### src/rtl/demux_pkg.sv
// ---------------------------------------------------------------------------
// demux_pkg
//
// Shared constants for the 1-to-4 stream demultiplexer.
//   NUM_CH     : number of output channels
//   SEL_W      : width of a channel index (select / round-robin pointer)
//   MODE_ADDR  : MODE value for routing by the S address input
//   MODE_RR    : MODE value for routing by the internal round-robin pointer
//   onehot_sel : channel index -> one-hot channel mask
// ---------------------------------------------------------------------------
package demux_pkg;

    localparam int   NUM_CH    = 4;
    localparam int   SEL_W     = 2;

    localparam logic MODE_ADDR = 1'b0;
    localparam logic MODE_RR   = 1'b1;

    // Expand a channel index into a one-hot mask of NUM_CH bits.
    function automatic logic [NUM_CH-1:0] onehot_sel(input logic [SEL_W-1:0] sel);
        logic [NUM_CH-1:0] mask;
        mask      = '0;
        mask[sel] = 1'b1;
        return mask;
    endfunction

endpackage

### src/rtl/demux_chan_reg.sv
// ---------------------------------------------------------------------------
// demux_chan_reg
//
// Single-entry holding register for one output channel of the demux.
//
// Ports:
//   clk       : clock, rising edge
//   rst       : asynchronous active-high reset; clears data and valid
//   load      : write din into the slot this edge
//   din       : incoming data word
//   ready     : downstream consumer accepts the held word this edge
//   dout      : held data word (keeps its last value after a drain)
//   valid     : slot holds a word not yet taken by the consumer
//   slot_free : slot can take a new word this edge (empty, or draining now)
// ---------------------------------------------------------------------------
module demux_chan_reg #(
    parameter int W = 4
) (
    input  logic         clk,
    input  logic         rst,
    input  logic         load,
    input  logic [W-1:0] din,
    input  logic         ready,
    output logic [W-1:0] dout,
    output logic         valid,
    output logic         slot_free
);

    logic [W-1:0] dout_q;
    logic [W-1:0] dout_d;
    logic         valid_q;
    logic         valid_d;

    // A full slot whose consumer is ready empties on this edge, so it can
    // take a new word at the same time without a bubble.
    assign slot_free = ~valid_q | ready;

    always_comb begin
        dout_d  = dout_q;
        valid_d = valid_q;
        if (load) begin
            // A load wins over a simultaneous drain: the old word leaves,
            // the new word arrives, valid never drops.
            dout_d  = din;
            valid_d = 1'b1;
        end else if (valid_q && ready) begin
            // Data is deliberately left in place; only the flag clears.
            valid_d = 1'b0;
        end
    end

    always_ff @(posedge clk or posedge rst) begin
        if (rst) begin
            dout_q  <= '0;
            valid_q <= 1'b0;
        end else begin
            dout_q  <= dout_d;
            valid_q <= valid_d;
        end
    end

    assign dout  = dout_q;
    assign valid = valid_q;

endmodule

### src/rtl/demux_1x4_nbit_stream.sv
// ---------------------------------------------------------------------------
// demux_1x4_nbit_stream
//
// Registered 1-to-4 demultiplexer with valid/ready handshaking. One n-bit
// input stream is routed into four single-entry output channels, either by
// the S address (MODE=0) or by an internal round-robin pointer (MODE=1).
//
// Ports:
//   CLK      : clock, rising edge
//   RST      : asynchronous active-high reset
//   D        : input data word
//   S        : channel address used when MODE=0
//   MODE     : 0 = addressed by S, 1 = round-robin via PTR
//   IN_VALID : producer presents a word on D
//   IN_READY : selected channel can take a word this cycle
//   Y0..Y3   : channel output registers
//   VALID    : per-channel output valid, bit k belongs to Yk
//   READY    : per-channel consumer ready, bit k belongs to Yk
//   PTR      : current round-robin pointer
// ---------------------------------------------------------------------------
module demux_1x4_nbit_stream
    import demux_pkg::*;
#(
    parameter int n = 4
) (
    input  logic              CLK,
    input  logic              RST,
    input  logic [n-1:0]      D,
    input  logic [SEL_W-1:0]  S,
    input  logic              MODE,
    input  logic              IN_VALID,
    output logic              IN_READY,
    output logic [n-1:0]      Y0,
    output logic [n-1:0]      Y1,
    output logic [n-1:0]      Y2,
    output logic [n-1:0]      Y3,
    output logic [NUM_CH-1:0] VALID,
    input  logic [NUM_CH-1:0] READY,
    output logic [SEL_W-1:0]  PTR
);

    logic [SEL_W-1:0]  sel;
    logic [SEL_W-1:0]  ptr_q;
    logic [SEL_W-1:0]  ptr_d;
    logic              accept;
    logic              in_ready;
    logic [NUM_CH-1:0] load_vec;
    logic [NUM_CH-1:0] slot_free_vec;
    logic [NUM_CH-1:0] valid_vec;
    logic [n-1:0]      dout_arr [NUM_CH];

    // Routing, handshake and pointer advance. MODE and S act in the same
    // cycle; IN_READY deliberately ignores IN_VALID so the producer may
    // look at it before committing a word.
    always_comb begin
        sel      = (MODE == MODE_RR) ? ptr_q : S;
        in_ready = slot_free_vec[sel];
        accept   = IN_VALID & in_ready;
        load_vec = accept ? onehot_sel(sel) : '0;
        ptr_d    = ptr_q;
        // The pointer only moves on an accepted round-robin word; a stalled
        // channel therefore blocks the stream instead of being skipped.
        if (accept && (MODE == MODE_RR)) begin
            ptr_d = ptr_q + SEL_W'(1);
        end
    end

    always_ff @(posedge CLK or posedge RST) begin
        if (RST) begin
            ptr_q <= '0;
        end else begin
            ptr_q <= ptr_d;
        end
    end

    generate
        for (genvar gi = 0; gi < NUM_CH; gi++) begin : g_chan
            demux_chan_reg #(
                .W (n)
            ) u_chan (
                .clk       (CLK),
                .rst       (RST),
                .load      (load_vec[gi]),
                .din       (D),
                .ready     (READY[gi]),
                .dout      (dout_arr[gi]),
                .valid     (valid_vec[gi]),
                .slot_free (slot_free_vec[gi])
            );
        end
    endgenerate

    assign IN_READY = in_ready;
    assign VALID    = valid_vec;
    assign PTR      = ptr_q;
    assign Y0       = dout_arr[0];
    assign Y1       = dout_arr[1];
    assign Y2       = dout_arr[2];
    assign Y3       = dout_arr[3];

endmodule

### config.mk
export PLATFORM = sky130hd
export DESIGN_NAME = demux_1x4_nbit_stream
export DESIGN_NICKNAME = d
export VERILOG_FILES = /design/src/rtl/demux_pkg.sv /design/src/rtl/demux_chan_reg.sv /design/src/rtl/demux_1x4_nbit_stream.sv
export SDC_FILE = /design/constraint.sdc
export NUM_CORES = 1
export LEC_CHECK = 0
export ABC_AREA = 1
export BUFFER_PORTS_ARGS = -buffer_cell sky130_fd_sc_hd__buf_2
export CORE_ASPECT_RATIO = 1.5
export CORE_MARGIN = 4
export CORE_UTILIZATION = 52
export CTS_CLUSTER_DIAMETER = 120
export DETAILED_ROUTE_END_ITERATION = 8
export GPL_TIMING_DRIVEN = 0
export PLACE_DENSITY = 0.85
export SLEW_MARGIN = 20
export SYNTH_ARGS = -nofsm -noshare
export SYNTH_HDL_FRONTEND = slang
export SYNTH_SLANG_ARGS = --single-unit
### constraint.sdc
create_clock -name CLK -period 3.6 [get_ports CLK]
set_input_delay 0.18 -clock CLK [delete_from_list [all_inputs] [get_ports CLK]]
set_output_delay 0.18 -clock CLK [all_outputs]
set_load 0.005 [all_outputs]
Yosys cells after proc, flatten, opt, wreduce, memory -nomap -nowiden
Cells that the tools add are included.
{"block": "classes", "n_lt_le_gt_ge": 2, "addsub": 1, "n_reduce_logical": 10, "muxes": 14, "bitwise_logic": 9}
{"operator": "$mux 1", "n": 10}
{"operator": "$reduce_bool 2->1", "n": 4}
{"operator": "$logic_and 1x1->1", "n": 6}
{"operator": "$mux 4", "n": 1}
{"operator": "$not 1->1", "n": 4}
{"operator": "$or 1x1->1", "n": 4}
{"operator": "$lt 2x3->1 const B", "n": 1}
{"operator": "$add 2x1->2 const B", "n": 1}
{"operator": "$bmux 1 s2", "n": 1}
{"operator": "$demux 1 s2", "n": 1}
{"operator": "$ge 2x1->1 const B", "n": 1}
{"operator": "$mux 2", "n": 1}
{"operator": "$and 1x1->1", "n": 1}
{"block": "totals", "output_inout_bits": 23, "input_bits": 14, "register_bits": 22}

Depth between registers and ports, before layout
Gate-level depths: netlist of run 1.
{"block": "logic_depth", "ltp_word": 7, "depth_mapped": 10, "ltp_nobuf": 10}

Cells and area by module
Synthesis of run 1 repeated with hierarchy kept, for this count alone.
{"block": "unflattened", "cells_unflattened": 126, "hier_area_um2": 1002.2}
{"mod": "demux_chan_reg", "instances": 4, "area_per_inst_um2": 188.9, "seq_area_each_um2": 125.1, "cells_per_inst": 22}
{"mod": "demux_1x4_nbit_stream", "instances": 1, "area_per_inst_um2": 246.5, "seq_area_each_um2": 50.0, "cells_per_inst": 38}

Worst setup path before layout of run 1
Ideal clock, no wire load.
{"block": "synth_path", "path_type": "reg-to-reg", "startpoint": "register ptr_q[1] (netlist: PTR[1])", "endpoint": "register g_chan[0].u_chan.dout_q[0]", "setup_time_ns": 0.117, "required_ns": 3.483, "setup_slack_ns": 2.309, "arrival_ns": 1.174, "n_path_buf": 0, "period_less_slack_ns": 1.291, "path_stages_with_launch": 9, "path_cell_list": "dfrtp_1 > inv_1 > nand2_1 > o21ai_2 > inv_2 > nor2_2 > nand4_2 > nand2_1 > nand2_1"}
{"block": "synth_via", "elab_chain_len": 6}
{"element": "start: declaration", "line_no": "demux_1x4_nbit_stream.sv:43", "text": "logic [SEL_W-1:0] ptr_q;"}
{"element": "start signal: assignment", "line_no": "demux_1x4_nbit_stream.sv:72", "text": "ptr_q <= ptr_d;"}
{"element": "$mux 2 (*)", "line_no": "demux_1x4_nbit_stream.sv:56", "text": "sel = (MODE == MODE_RR) ? ptr_q : S;"}
{"element": "$lt 2x3->1 (not written as such) or $ge 2x1->1 (tied branches)", "line_no": "demux_pkg.sv:23", "text": "mask[sel] = 1'b1;"}
{"element": "$logic_and 1x1->1 (not written as such)", "line_no": "demux_pkg.sv:23"}
{"element": "$mux 1 (not written as such)", "line_no": "demux_pkg.sv:23"}
{"element": "$demux 1 s2", "line_no": "demux_pkg.sv:23"}
{"element": "$mux 4 (*)", "line_no": "demux_1x4_nbit_stream.sv:59", "text": "load_vec = accept ? onehot_sel(sel) : '0;"}
{"element": "end signal: assignment", "line_no": "demux_chan_reg.sv:57", "text": "dout_q <= dout_d;"}
{"element": "end: declaration", "line_no": "demux_chan_reg.sv:29", "text": "logic [W-1:0] dout_q;"}
Mark *: on every way between the ends. The rest lies on a longest branch, timed or not. The select of a mux whose other input is x is not followed.
A chain may end at the register's enable or synchronous reset.

Final worst setup path of run 1
{"block": "layout_path", "startpoint": "register ptr_q[0] (netlist: PTR[0])", "endpoint": "output port IN_READY"}
{"block": "layout_via", "elab_chain_len": 3}
{"element": "$mux 2", "line_no": "demux_1x4_nbit_stream.sv:56"}
{"element": "$bmux 1 s2", "line_no": "demux_1x4_nbit_stream.sv:57", "text": "in_ready = slot_free_vec[sel];"}
{"element": "$mux 1 (not written as such)", "line_no": "demux_1x4_nbit_stream.sv:57"}
{"element": "end: declaration", "line_no": "demux_1x4_nbit_stream.sv:32", "text": "output logic IN_READY,"}
No other way between the ends. The select of a mux whose other input is x is not followed.

==> reports/summary.txt, run 1 <==
status = completed
share of cells above drive strength 1 = 0.363
Tcrit/Tclk final = 0.476
TritonCTS Sinks = 22
Yosys warnings = 0
initial antenna violation count = 0
Mapped Area = 1080 um2
number of CTS-inserted buffers = 3
internal power = 0.629 mW
Final Power = 0.951 mW
slew margin rel. = 0.470
Die X = 45.3 um
critical path cell sequence = nand2_1 -> nand2_4 -> nand2_2 -> nand2_2 -> nand2_8 -> nand2_4 -> inv_1 -> buf_2
DP HPWL = 1730 um
Psw = 0.322 mW
Core ar. = 2000 um2
crit end category = primary output
fin. max-slew vios = 0
CTS H-tree depth = 1
Worst EP arrival = 1530 ps
Synth area leaders = dfrtp_1 51%, nand2_1 11%, nand3_1 5.5%, inv_1 5.5%, nand4_4 3.9%
number of buffers added on ports = 36
area grow syn2layout = 24.0%
Post-Route WL = 2160 um
VDD IR-drop max = 0.000438 V
crit-path max FO = 6
distinct cell type count after synthesis = 19
Min-Delay Path Class = in2async
Synth top area share = 0.509
clk_lat worst skew = 310 ps
Die H = 63.9 um
gpl congestion = 0.816
Layout Skew = 4.72 ps
syn avg cell area = 9.02 um2
WP buf/inv = 2
pwr/cell area = 708 nW/um2
Critical-path top delay cell = dfrtp_1
RSZ-0062 raised after global routing = false
# IOs = 37
vias post-DR = 911
initial core utilization = 0.541
pin count of the biggest net entering global routing = 23
CTS tree = built
Net Sw Frac = 0.338
Least-Margin Pin Slew = 794 ps
GRT Util Overall = 0.177
fin nets = 175
CP max stage delay = 430 ps
setup tns final = 0 ps
critical path required time = 3420 ps
Clock power frac = 0.198
sequential fraction of the synthesis area = 0.509
cell count after synthesis = 120
num rows = 20
crit-path leading delay family = simple AND/OR/NAND/NOR gates
Yosys reg bits = 22
vias in the first global route = 919
Inserted Diodes = 0
Clock Tree Root = clkbuf_4
Setup Fix Bufs, Post-CTS = 0
Gate power share = 0.371
GRT Residual Overflow = 0
CP Launch Type = register
Leak = 0.761 nW
Sequential Power Share = 0.432
DRT iter0 DRCs = 21
Multi-input gate area = 438 um2
drc violations = 0
Post-DRT Antenna Nets = 0
first-pass GRT wire length = 3850 um
CTS clock-pin slew for the worst setup and hold paths = 120 ps
cts hold-fix bufs = 0
Storage cell area = 551 um2
FILL cells = 165
setup violators final = 0
wire length per cell = 11.8 um
minimum clock period = 1710 ps
FMAX = 0.584 GHz
Clock Tree Buf Depth = 2
Fin. Hold Viols = 0
Via density = 5.01
DIE AREA = 2890 um2
leading area contributor after synthesis = dfrtp_1
MaxCap Viol Count = 0
# resized after CTS = 0
kind of critical path = reg2out
Post-Syn Nets = 134
DRT Pass-1 Iters = 4
-- cell usage in the layout (no fill, tap or decap) --
cell type	netlist	routed
o21ai_2	1	1
nand4_4	2	2
nand4_2	1	1
xor2_1	1	1
nand4_1	2	2
nor2_8	1	1
nor2_2	1	1
nand3_1	12	12
nor2_1	4	4
buf_4	4	4
inv_1	16	16
nand2_1	33	33
nand2_2	4	4
buf_2	0	36
bufinv_16	0	1
clkbuf_4	0	3
nand2_4	2	2
o21ai_1	8	8
nand2_8	1	1
o21ai_0	4	4
inv_2	1	1
dfrtp_1	22	22
-- worst reg2reg max path, cell delays in order, from the launching register on --
cell	delay, ps
dfrtp_1	440
nand2_1	180
nand2_4	110
nand2_1	70
nand2_1	50
nand2_2	120
nand4_1	240
nand2_1	130
nand2_1	60
-- Yosys cell counts, drive strengths merged --
library cell / count
o21ai: 13
nand4: 5
xor2: 1
dfrtp: 22
nor2: 6
buf: 4
inv: 17
nand3: 12
nand2: 40
-- power groups by stage --
stage          logic, mW  registers (mW)  clock network (mW)
6_report           0.352           0.410               0.188
3_3_place_gp       0.346           0.413                   0
3_5_place_dp       0.357           0.417                   0
2_1_floorplan      0.192           0.426                   0
5_1_grt            0.401           0.427               0.202
4_1_cts            0.359           0.412               0.194
-- sequential cells by signal, indices dropped and copies added, names as in the netlist --
register             flops
PTR                      2
g_chan.u_chan.dout      16
g_chan.u_chan.valid      4
-- logic make-up after synthesis --
family | share of synthesized area
xor gates and xnor gates | 0.00809
buffers and inverters | 0.0867
AOI/OAI and AO/OA | 0.0636
DFF | 0.509
and+or+nand+nor | 0.333
-- layout make-up --
cell class	count	share of cell area
sequential	22	0.410
multi-input combinational	77	0.326
timing repair buffer	36	0.134
inverter	17	0.0475
clock inverter	1	0.0224
buffer	4	0.0224
tap	22	0.0205
clock buffer	3	0.0168
-- per-stage QoR --
step	instances	util	instance area, um2	setup slack (ps)	hold slack (ps)
after CTS	182	0.671	1340	1870	24.6
after global placement	178	0.644	1290	2170	346
after global routing	182	0.671	1340	1750	37.1
after detailed placement	178	0.644	1290	2130	378
final	182	0.671	1340	1890	5.89
after floorplan	120	-	1080	2310	169
-- routing by layer --
layer,part of all wire,track usage
met5,0,0
met3,0.055,0.0282
met4,0.018,0.0769
met2,0.56,0.323
met1,0.37,0.189
-- path summary, 6_finish.rpt --
path,from,end,slack [ps],cells after the start
setup / recovery,PTR[0],IN_READY,1890,8
hold / removal,RST,g_chan[1].u_chan.dout[3],6,2
setup reg to reg,PTR[0],g_chan[1].u_chan.dout[3],2120,8
hold reg to reg,g_chan[1].u_chan.dout[2],g_chan[1].u_chan.dout[2],490,2
max in group asynchronous,RST,PTR[1],3100,2
min in group CLK,READY[3],g_chan[3].u_chan.valid,50,2
No activity file was read; power rests on OpenSTA's default activity.
==> run 2: changes to the inputs <==
- CORE_UTILIZATION: 52 -> 48
- PLACE_DENSITY: 0.85 -> 0.8
- clock period: 3.6 -> 1.79 ns (I/O delays scaled with it)
==> reports/summary.txt, run 2 (synthesis results as in run 1) <==
GRT Util Overall = 0.169
minimum clock period = 1670 ps
kind of critical path = reg2out
placed cells = 178
VDD IR-drop max = 0.000807 V
CTS clock-pin slew for the worst setup and hold paths = 120 ps
fin. max-slew vios = 0
Tcrit/Tclk final = 0.931
TritonCTS Sinks = 22
CP Launch Type = register
Least-Margin Pin Slew = 805 ps
crit end category = primary output
share of cells above drive strength 1 = 0.352
DIE AREA = 3090 um2
Die X = 46.8 um
Finished Layout Cells = 187
# IOs = 37
Post-DRT Antenna Nets = 0
commonest non-fill, non-tap cell in the layout = buf_2
fin nets = 180
Clock Tree Buf Depth = 2
critical path required time = 1700 ps
setup tns final = 0 ps
first-pass GRT wire length = 3870 um
final core utilization = 0.670
vias post-DR = 935
design area = 1390 um2
FILL cells = 184
max FFs per register = 16
Layout Skew = 7.44 ps
RSZ-0062 raised after global routing = false
hold wc startpoint = D[3]
DP Worst Slack = 345 ps
slew margin rel. = 0.463
num rows = 20
initial core utilization = 0.521
DRT iter0 DRCs = 18
Clock Tree Root = clkbuf_4
number of buffers added on ports = 36
area grow syn2layout = 28.7%
r2r startpoint = PTR[0]
Post-Route WL = 2340 um
gpl congestion = 0.791
DP HPWL = 1860 um
Via density = 5.00
GRT Residual Overflow = 0
CTS tree = built
Die H = 66.2 um
fin worst setup slack = 123 ps
pin count of the biggest net entering global routing = 23
placed cell area = 1290 um2
most frequent cells in the layout = 36 x buf_2, 33 x nand2_1, 22 x dfrtp_1, 16 x inv_1, 12 x nand3_1
crit-path max FO = 6
vias in the first global route = 939
Core ar. = 2080 um2
initial antenna violation count = 0
# resized after CTS = 0
Min-Delay Path Class = in2reg
number of CTS-inserted buffers = 3
MaxCap Viol Count = 0
status = completed
clk_lat worst skew = 310 ps
FMAX = 0.600 GHz
drc violations = 0
DRT Pass-1 Iters = 4
CTS H-tree depth = 1
wire length per cell = 12.5 um
setup violators final = 0
Worst EP arrival = 1580 ps
Inserted Diodes = 0
pwr/cell area = 1390 nW/um2
Leak = 0.782 nW
crit path from = PTR[0]
Fin. Hold Viols = 0
run 2: changes by cell type in the layout (fill, tap and decap cells not counted), sizes merged:
cell         previous run  this run
dlygate4sd3             0         5
run 2: what timing repair did:
item                                   4_1_cts  5_1_grt
hold buffers                                 5        0
endpoints found under the hold margin       26        0
buffers inserted                             0        0
run 2: report_power, final:
group / switching, mW / leakage [nW] / internal, mW
clock network: 0.149 / 0.0279 / 0.226
registers: 0.122 / 0.276 / 0.709
logic: 0.387 / 0.478 / 0.337
run 2: metal layers:
layer	wire length [um]	track usage	vias up
met1	904	0.191	438
li1	-	-	471
met5	0	0	-
met2	1300	0.308	22
met4	27	0.0519	0
met3	107	0.0245	4
run 2: path summary, 6_finish.rpt:
check                           depth (start not counted)                        to  slack [ps]
min in group asynchronous                               3  g_chan[0].u_chan.dout[3]         470
worst min register to register                          2  g_chan[1].u_chan.dout[1]         490
worst max-delay path                                    8                  IN_READY         120
max in group asynchronous                               3  g_chan[3].u_chan.dout[2]         810
worst max register to register                          8  g_chan[1].u_chan.dout[1]         290
worst min-delay path                                    3  g_chan[0].u_chan.dout[3]          40
run 2: worst max-delay path, cell delays in order (launching register included):
cell	delay (ps)
dfrtp_1	440
nand2_1	150
nand2_4	140
nand2_1	70
nand2_1	80
nand2_2	100
nand2_4	120
inv_1	40
buf_2	110
run 2: through the flow:
stage	power, mW	hold WS (ps)
after floorplan	1.24	78.7
after global placement	1.53	269
after detailed placement	1.57	289
after CTS	1.96	37.5
after global routing	2.09	35.5
final	1.93	36.1
run 2: final cells by class:
cell class                      instances  area [um2]  share of cell area
Timing Repair Buffer                   41         230               0.165
Clock inverter                          1        30.0              0.0216
Clock buffer                            3        22.5              0.0162
Buffer                                  4        30.0              0.0216
Inverter                               17        63.8              0.0458
Sequential cell                        22         551               0.395
Tap cell                               22        27.5              0.0198
Multi-Input combinational cell         77         438               0.314
==> run 3: changes to the inputs <==
- CELL_PAD_IN_SITES_DETAIL_PLACEMENT: not set -> 1
- CELL_PAD_IN_SITES_GLOBAL_PLACEMENT: not set -> 2
- CORE_UTILIZATION: 48 -> 28
==> reports/summary.txt, run 3 (synthesis results as in run 1) <==
FILL cells = 479
num rows = 27
Post-DRT Antenna Nets = 0
Min-Delay Path Class = in2async
critical path cell sequence = nand2_1 -> nand2_4 -> nand2_1 -> nand2_1 -> nand2_2 -> nand2_4 -> inv_1 -> buf_2
crit end category = primary output
MaxCap Viol Count = 0
most frequent cells in the layout = 36 x buf_2, 33 x nand2_1, 22 x dfrtp_1, 16 x inv_1, 12 x nand3_1
DIE AREA = 4940 um2
r2r startpoint = PTR[0]
share of cells above drive strength 1 = 0.363
commonest non-fill, non-tap cell in the layout = buf_2
Clock Tree Root = clkbuf_8
CP Launch Type = register
area grow syn2layout = 28.2%
GRT Util Overall = 0.114
Most common cell on crit path = nand2_1
Layout Skew = 5.60 ps
CP max stage delay = 420 ps
CTS clock-pin slew for the worst setup and hold paths = 90 ps
pin count of the biggest net entering global routing = 23
initial core utilization = 0.291
initial antenna violation count = 0
Inserted Diodes = 0
status = finished with violations
failing checks = hold timing
vias post-DR = 900
number of CTS-inserted buffers = 3
M3 GR Usage = 0.0200
vias in the first global route = 1044
max FFs per register = 16
setup violators final = 0
number of buffers added on ports = 36
crit-path max FO = 6
Die X = 58.8 um
Critical-path top delay cell = dfrtp_1
Setup Fix Bufs, Post-CTS = 0
fin worst setup slack = 215 ps
fin. max-slew vios = 0
Tcrit/Tclk final = 0.880
Leak = 0.769 nW
Final Power = 2.02 mW
r2r endpoint = g_chan[1].u_chan.dout[3]
DRT iter0 DRCs = 11
RSZ-0062 raised after global routing = false
drc violations = 0
met2 usage = 0.211
VDD IR-drop max = 0.000548 V
grt peak-use layer = met2
Die H = 84.1 um
grt met1 use = 0.130
cts hold-fix bufs = 0
Post-Route WL = 2600 um
minimum clock period = 1580 ps
kind of critical path = reg2out
setup tns final = 0 ps
Fin. Hold Viols = 22
DRT Pass-1 Iters = 4
DP Worst Slack = 279 ps
design area = 1390 um2
TritonCTS Sinks = 22
WHS = -25.4 ps
gpl congestion = 0.754
Clock Tree Buf Depth = 2
CTS H-tree depth = 1
# resized after CTS = 0
Core ar. = 3720 um2
Multi-input gate area = 438 um2
fin nets = 175
critical path required time = 1700 ps
slew margin rel. = 0.447
Reg2Reg Depth = 8
FMAX = 0.635 GHz
# IOs = 37
CTS tree = built
FF-to-FF setup slack = 290 ps
placed cell area = 1320 um2
first-pass GRT wire length = 4540 um
pwr/cell area = 1450 nW/um2
wire length per cell = 12.8 um
DP HPWL = 2080 um
clk_lat worst skew = 260 ps
Storage cell area = 551 um2
Via density = 4.43
GRT Residual Overflow = 0
Worst EP arrival = 1490 ps
Least-Margin Pin Slew = 829 ps
## run 3: where the power goes
part	internal, mW	total, mW	switching [mW]
Sequential	0.711	0.832	0.121
Combinational	0.330	0.717	0.387
Clock	0.299	0.470	0.171
## run 3: per-layer routing
layer / wire length (um) / share of wire / up-vias
met5: 0 / 0 / -
met4: 21 / 0.0081 / 0
met3: 111 / 0.043 / 5
met2: 1440 / 0.56 / 21
met1: 1020 / 0.39 / 418
li1: - / - / 456
## run 3: how the worst max path moves through the flow
stage	startpoint	slack [ps]	cells past startpoint	end
after global placement	PTR[0]	300	8	g_chan[1].u_chan.dout[2]
after detailed placement	PTR[0]	280	8	g_chan[1].u_chan.dout[0]
final	PTR[0]	210	8	IN_READY
after floorplan	PTR[1]	500	8	g_chan[0].u_chan.dout[0]
after global routing	PTR[0]	90	8	IN_READY
after CTS	PTR[0]	180	8	IN_READY
## run 3: final cells by class
type | count | area share
timing repair buffer | 36 | 0.130
sequential | 22 | 0.397
clock buffer | 3 | 0.0298
inverter | 17 | 0.0460
clock inverter | 1 | 0.0216
multi-input combinational | 77 | 0.316
tap | 43 | 0.0388
buffer | 4 | 0.0216
## run 3: critical path: cells and delay by family (launching register included)
kind / cells / cell delay, ps
AND/OR/NAND/NOR: 6 / 640
flip-flops: 1 / 420
buffers and inverters: 2 / 160
## run 3: per-stage QoR
step	hold WS (ps)	std cells	utilization
2_1_floorplan	78.7	120	-
3_3_place_gp	285	199	0.354
3_5_place_dp	293	199	0.354
4_1_cts	8.76	203	0.373
5_1_grt	23.8	203	0.373
6_report	-25.4	203	0.373
